## src/rtl/heap_sift_ctrl.sv

```systemverilog
// heap_sift_ctrl: replace-top binary min-heap sequencer for an external dual-port RAM.
// Both children of a node are read together on ports a and b; INIT clears the RAM after every reset.
module heap_sift_ctrl #(
    parameter int DATA_WIDTH = 32,
    parameter int DEPTH = 5,
    parameter logic [DATA_WIDTH-1:0] INIT_VAL = '0
) (
    input  logic                  clk,
    input  logic                  rst,
    input  logic                  in_valid,
    input  logic [DATA_WIDTH-1:0] in_data,
    output logic                  in_ready,
    output logic                  out_valid,
    output logic [DATA_WIDTH-1:0] out_data,
    output logic [DEPTH-1:0]      ram_addr_a,
    output logic [DEPTH-1:0]      ram_addr_b,
    output logic                  ram_we_a,
    output logic                  ram_we_b,
    output logic [DATA_WIDTH-1:0] ram_wdata_a,
    output logic [DATA_WIDTH-1:0] ram_wdata_b,
    input  logic [DATA_WIDTH-1:0] ram_q_a,
    input  logic [DATA_WIDTH-1:0] ram_q_b
);
    typedef enum logic [2:0] {INIT, IDLE, RD, WT, CMP} state_t;

    localparam logic [DEPTH-1:0] LAST = DEPTH'((1 << (DEPTH - 1)) - 1);

    state_t                state, state_n;
    logic [DEPTH-1:0]      k, i, i_n, lc, rc;
    logic [DATA_WIDTH-1:0] v, m, root_q;
    logic                  leaf, left, go;

    assign lc   = i << 1;
    assign rc   = lc | DEPTH'(1);
    assign leaf = i[DEPTH-1];
    assign left = ram_q_a <= ram_q_b;
    assign m    = left ? ram_q_a : ram_q_b;
    assign go   = in_valid & in_ready;

    // RAM controls are combinational so the CMP write can use the read data of the same cycle;
    // holding them at zero while rst is high keeps the RAM untouched during reset.
    always_comb begin
        state_n     = state;
        i_n         = i;
        in_ready    = 1'b0;
        ram_addr_a  = '0;
        ram_addr_b  = '0;
        ram_we_a    = 1'b0;
        ram_we_b    = 1'b0;
        ram_wdata_a = '0;
        ram_wdata_b = '0;
        if (!rst) begin
            case (state)
                INIT: begin
                    ram_addr_a  = k << 1;
                    ram_addr_b  = (k << 1) | DEPTH'(1);
                    ram_we_a    = 1'b1;
                    ram_we_b    = 1'b1;
                    ram_wdata_a = INIT_VAL;
                    ram_wdata_b = INIT_VAL;
                    state_n     = (k == LAST) ? IDLE : INIT;
                end
                IDLE: begin
                    in_ready = 1'b1;
                    state_n  = in_valid ? RD : IDLE;
                    i_n      = in_valid ? DEPTH'(1) : i;
                end
                RD: begin
                    ram_addr_a  = leaf ? i : lc;
                    ram_addr_b  = leaf ? '0 : rc;
                    ram_we_a    = leaf;
                    ram_wdata_a = leaf ? v : '0;
                    state_n     = leaf ? IDLE : WT;
                end
                WT: begin
                    ram_addr_a = lc;
                    ram_addr_b = rc;
                    state_n    = CMP;
                end
                CMP: begin
                    ram_addr_a  = i;
                    ram_we_a    = 1'b1;
                    ram_wdata_a = (v <= m) ? v : m;
                    state_n     = (v <= m) ? IDLE : RD;
                    i_n         = (v <= m) ? i : (left ? lc : rc);
                end
                default: state_n = INIT;
            endcase
        end
    end

    always_ff @(posedge clk or posedge rst) begin
        if (rst) begin
            state     <= INIT;
            k         <= '0;
            i         <= '0;
            v         <= '0;
            root_q    <= INIT_VAL;
            out_valid <= 1'b0;
            out_data  <= '0;
        end else begin
            state     <= state_n;
            i         <= i_n;
            k         <= (state == INIT) ? k + 1'b1 : k;
            v         <= go ? in_data : v;
            out_valid <= go;
            out_data  <= go ? root_q : out_data;
            if (ram_we_a && ram_addr_a == DEPTH'(1))
                root_q <= ram_wdata_a;
            else if (ram_we_b && ram_addr_b == DEPTH'(1))
                root_q <= ram_wdata_b;
        end
    end
endmodule
```

## config.mk

```make
export PLATFORM = sky130hd
export DESIGN_NAME = heap_sift_ctrl
export DESIGN_NICKNAME = d
export VERILOG_FILES = /design/src/rtl/heap_sift_ctrl.sv
export SDC_FILE = /design/constraint.sdc
export NUM_CORES = 1
export LEC_CHECK = 0
export BUFFER_PORTS_ARGS = -buffer_cell sky130_fd_sc_hd__buf_4
export CAP_MARGIN = 0
export CORE_MARGIN = 4
export CORE_UTILIZATION = 53
export DETAILED_ROUTE_END_ITERATION = 8
export HOLD_SLACK_MARGIN = 0.05
export PLACE_DENSITY = 0.83
export SLEW_MARGIN = 20
export SYNTH_ARGS = -nofsm -noshare
export SYNTH_HDL_FRONTEND = slang
export SYNTH_SLANG_ARGS = --single-unit
```

## constraint.sdc

```tcl
create_clock -name clk -period 7.1 [get_ports clk]
set_input_delay 1.42 -clock clk [delete_from_list [all_inputs] [get_ports clk]]
set_output_delay 1.42 -clock clk [all_outputs]
set_load 0.02 [all_outputs]
```

==> metrics.txt <==
worst-margin pin slew=0.8001 ns; Detailed Place HPWL=16.00 mm; area of the multi-input gates=4218 um2; final net count=1176; row count=42; CP startpoint kind=primary input; status=completed; critical path fanouts, max=7; Post-synth EDFFs=0; GPL Wtd Cong=0.9018; Antenna Nets Post-Route=0; register area=2753 um2; Pwr Density=327.3 nW/um2; Leak=5.034 nW; min-delay src=root_q[0]$_DFFE_PP0P_; Critical Path RT=5.68 ns; Area growth, synth to finish=34.53%; cell area after synthesis=7233 um2; Buffers on Ports=176; PnR worst setup slack=0.03381 ns; crit path from=ram_q_b[6]; Fin Hold WS=0.4653 ns; Clock Sinks=110; Reg-to-Reg Start=v[1]$_DFFE_PP0P_; All-Layer GR Usage=27.40%; H-tree level count=3; Tcrit/Tclk final=99.52%; mean post-synth cell area=9.098 um2; WS Path Type=in2out; total CTS buffers=9; async set-reset flop share out of synthesis=100.0%; Ports=209; initial core utilization=54.40%; worst vdd ir=0.1712 mV; drt initial violations=645; wirelength, routed=23.59 mm; WP data arrival=5.65 ns; pre-CTS setup slack=-0.2395 ns; Fillers=985; vias in the first global route=6794; DIE AREA=15580 um2; core area=13300 um2; die height=124.8 um; Main synth FF type=dfrtp_1; initial antenna violation count=1; max-cap violations=0; Clock Tree Buf Depth=2; Tmin final=7.066 ns; Pins Over Slew Limit=0; total gr overflow=0; Die W=124.8 um; Setup TNS=0 ns; vias per inst=5.930; largest net degree at the start of global routing=65; placed insts=1156; # hold bufs at CTS=0; leading post-synthesis cells by cell area=dfrtp_1 38%, ha_1 11%, nand2_1 11%; drt drc=0; vias post-DR=7074; Worst-Skew Late Latency=0.36 ns; area share of the leading cell type in the synthesized netlist=38.06%; clk_skew=0.01002 ns; Synth area leader=dfrtp_1; crit end category=primary output; DR pass1 iterations=5; post-route insts no fill=1193; final hold vios=0; Netlist cell types=61; drt wl/cell=19.77 um; Seq/Total Area, Yosys=38.06%; slew margin rel.=46.66%; fmax=141.5 MHz; root buf cell=clkbuf_16; Yosys warning total=0; clock-pin slew on the worst setup and hold paths=0.08 ns; FF+latch count, synth=110; setup violators final=0; HP Class=reg2reg; Pwr Total=0.003184 W; CTS tree=done; global-route wire length before repair=34.90 mm; Gate Count Post-Synth=795; share of post-route cells with drive strength above 1=33.07%
-- final timing paths --
kind / endpoint / slack, ns / cells past startpoint
max: ram_wdata_a[28] / 0.03 / 25
min: out_data[0]$_DFFE_PP0P_ / 0.47 / 2
max reg2reg: root_q[24]$_DFFE_PP0P_ / 3.98 / 10
min reg2reg: out_data[0]$_DFFE_PP0P_ / 0.47 / 2
max in group asynchronous: out_data[3]$_DFFE_PP0P_ / 4.66 / 3
min in group asynchronous: k[1]$_DFFE_PP0P_ / 1.20 / 2
-- flip-flops by register name (all words and copies together), names as in the netlist --
name / cells
root_q: 32
out_data: 32
out_valid: 1
state: 3
i: 5
v: 32
k: 5
-- through the flow --
| step | util, % | instance area (um2) |
|---|---|---|
| 3_3_place_gp | 66.21 | 8802 |
| 3_5_place_dp | 66.21 | 8802 |
| 4_1_cts | 68.82 | 9150 |
| 2_1_floorplan | - | 7350 |
| 6_report | 73.19 | 9731 |
| 5_1_grt | 73.19 | 9731 |
-- cell type report --
class                      count  area share, %
clock inverter                 6         0.4886
tap                          176          2.263
clock buffer                  10          2.456
multi-input combinational    591          43.35
sequential                   110          28.29
timing repair buffer         252          21.11
inverter                      47          2.019
antenna                        1        0.02572
-- cells in the mapped netlist, types with 5 or more instances --
| cell type | instances |
|---|---|
| nor2_1 | 12 |
| and2_0 | 7 |
| buf_1 | 6 |
| a21oi_1 | 29 |
| nand3_1 | 9 |
| nand4_1 | 15 |
| buf_4 | 37 |
| nor3_1 | 6 |
| clkbuf_1 | 20 |
| a21o_1 | 7 |
| nor2b_1 | 5 |
| buf_6 | 6 |
| o2bb2ai_1 | 24 |
| a32oi_1 | 28 |
| nor4_1 | 7 |
| o31ai_1 | 26 |
| buf_2 | 6 |
| mux2i_1 | 25 |
| a221o_1 | 10 |
| nand2_1 | 205 |
| dfrtp_1 | 110 |
| mux2_2 | 6 |
| a22o_1 | 13 |
| ha_1 | 66 |
| inv_1 | 47 |
| o21ai_0 | 12 |
-- routing by layer --
layer	routed length (um)	vias up	share of wire, %	GRT usage (%)
met4	903	0	3.8	8.546
met5	0	-	0	0
met2	11510	380	49	45.10
li1	-	3205	-	-
met1	9150	3422	39	35.90
met3	2023	67	8.6	6.518
-- layout by cell type (no fill, tap or decap), types with 3 or more instances in the layout --
cell type | Yosys | layout
nand2b_1 | 4 | 3
a221o_1 | 10 | 10
inv_4 | 0 | 8
nand3_1 | 9 | 9
and2_0 | 7 | 7
buf_6 | 6 | 30
mux2i_1 | 25 | 18
mux2_4 | 3 | 4
a32oi_1 | 28 | 28
o2bb2ai_1 | 24 | 22
nand4_1 | 15 | 15
mux2i_2 | 0 | 6
nor2b_1 | 5 | 4
ha_1 | 66 | 54
nor4_4 | 1 | 3
o211ai_1 | 4 | 4
clkbuf_16 | 0 | 9
and2_1 | 4 | 4
mux2_2 | 6 | 5
o21ai_0 | 12 | 11
clkinv_4 | 0 | 4
conb_1 | 1 | 32
nor2_1 | 12 | 12
nand2_1 | 205 | 203
a21o_1 | 7 | 6
dfrtp_1 | 110 | 110
nor4_1 | 7 | 4
inv_1 | 47 | 34
o31ai_1 | 26 | 25
nor3_1 | 6 | 6
a22o_1 | 13 | 12
ha_4 | 0 | 12
buf_4 | 37 | 218
buf_12 | 2 | 4
a21oi_1 | 29 | 29
inv_2 | 0 | 5
-- logic make-up after synthesis --
| family | after synthesis | synth area share, % |
|---|---|---|
| AOI/OAI and AO/OA | 171 | 17.94 |
| xor gates and xnor gates | 3 | 0.3633 |
| DFF | 110 | 38.06 |
| muxes | 35 | 5.172 |
| and+or+nand+nor | 284 | 17.26 |
| adders and majority gates | 66 | 11.42 |
| other | 1 | 0.05184 |
| buffers and inverters | 125 | 9.739 |
-- power breakdown --
group	switching (W)	internal, W	total [W]
Combinational	0.000855	0.000643	0.00150
Clock	0.000246	0.000250	0.000496
Sequential	0.000282	0.000909	0.00119
Total	0.00138	0.00180	0.00318
-- worst max-delay path: stages --
cell	delay [ns]
buf_4	0.09
inv_1	0.05
ha_1	0.29
nand2_2	0.10
nor4_4	0.32
buf_4	0.17
a21boi_4	0.17
o31ai_2	0.08
a21o_2	0.25
buf_6	0.15
buf_6	0.14
mux2_4	0.24
inv_4	0.04
ha_4	0.25
nand4_1	0.14
buf_4	0.19
nor4_4	0.37
o41ai_4	0.16
a21bo_4	0.26
buf_6	0.12
nor2b_4	0.10
buf_6	0.11
buf_12	0.10
a22o_1	0.18
buf_6	0.13
-- what timing repair did --
| item | in CTS | in global routing |
|---|---|---|
| cloned | 0 | 0 |
| resized for setup | 9 | 89 |
| buffers inserted | 1 | 19 |
| setup endpoints to repair | 32 | 32 |
| hold endpoints to repair | 0 | 0 |
| pin swaps | 5 | 28 |
No activity file was read; power rests on OpenSTA's default activity.
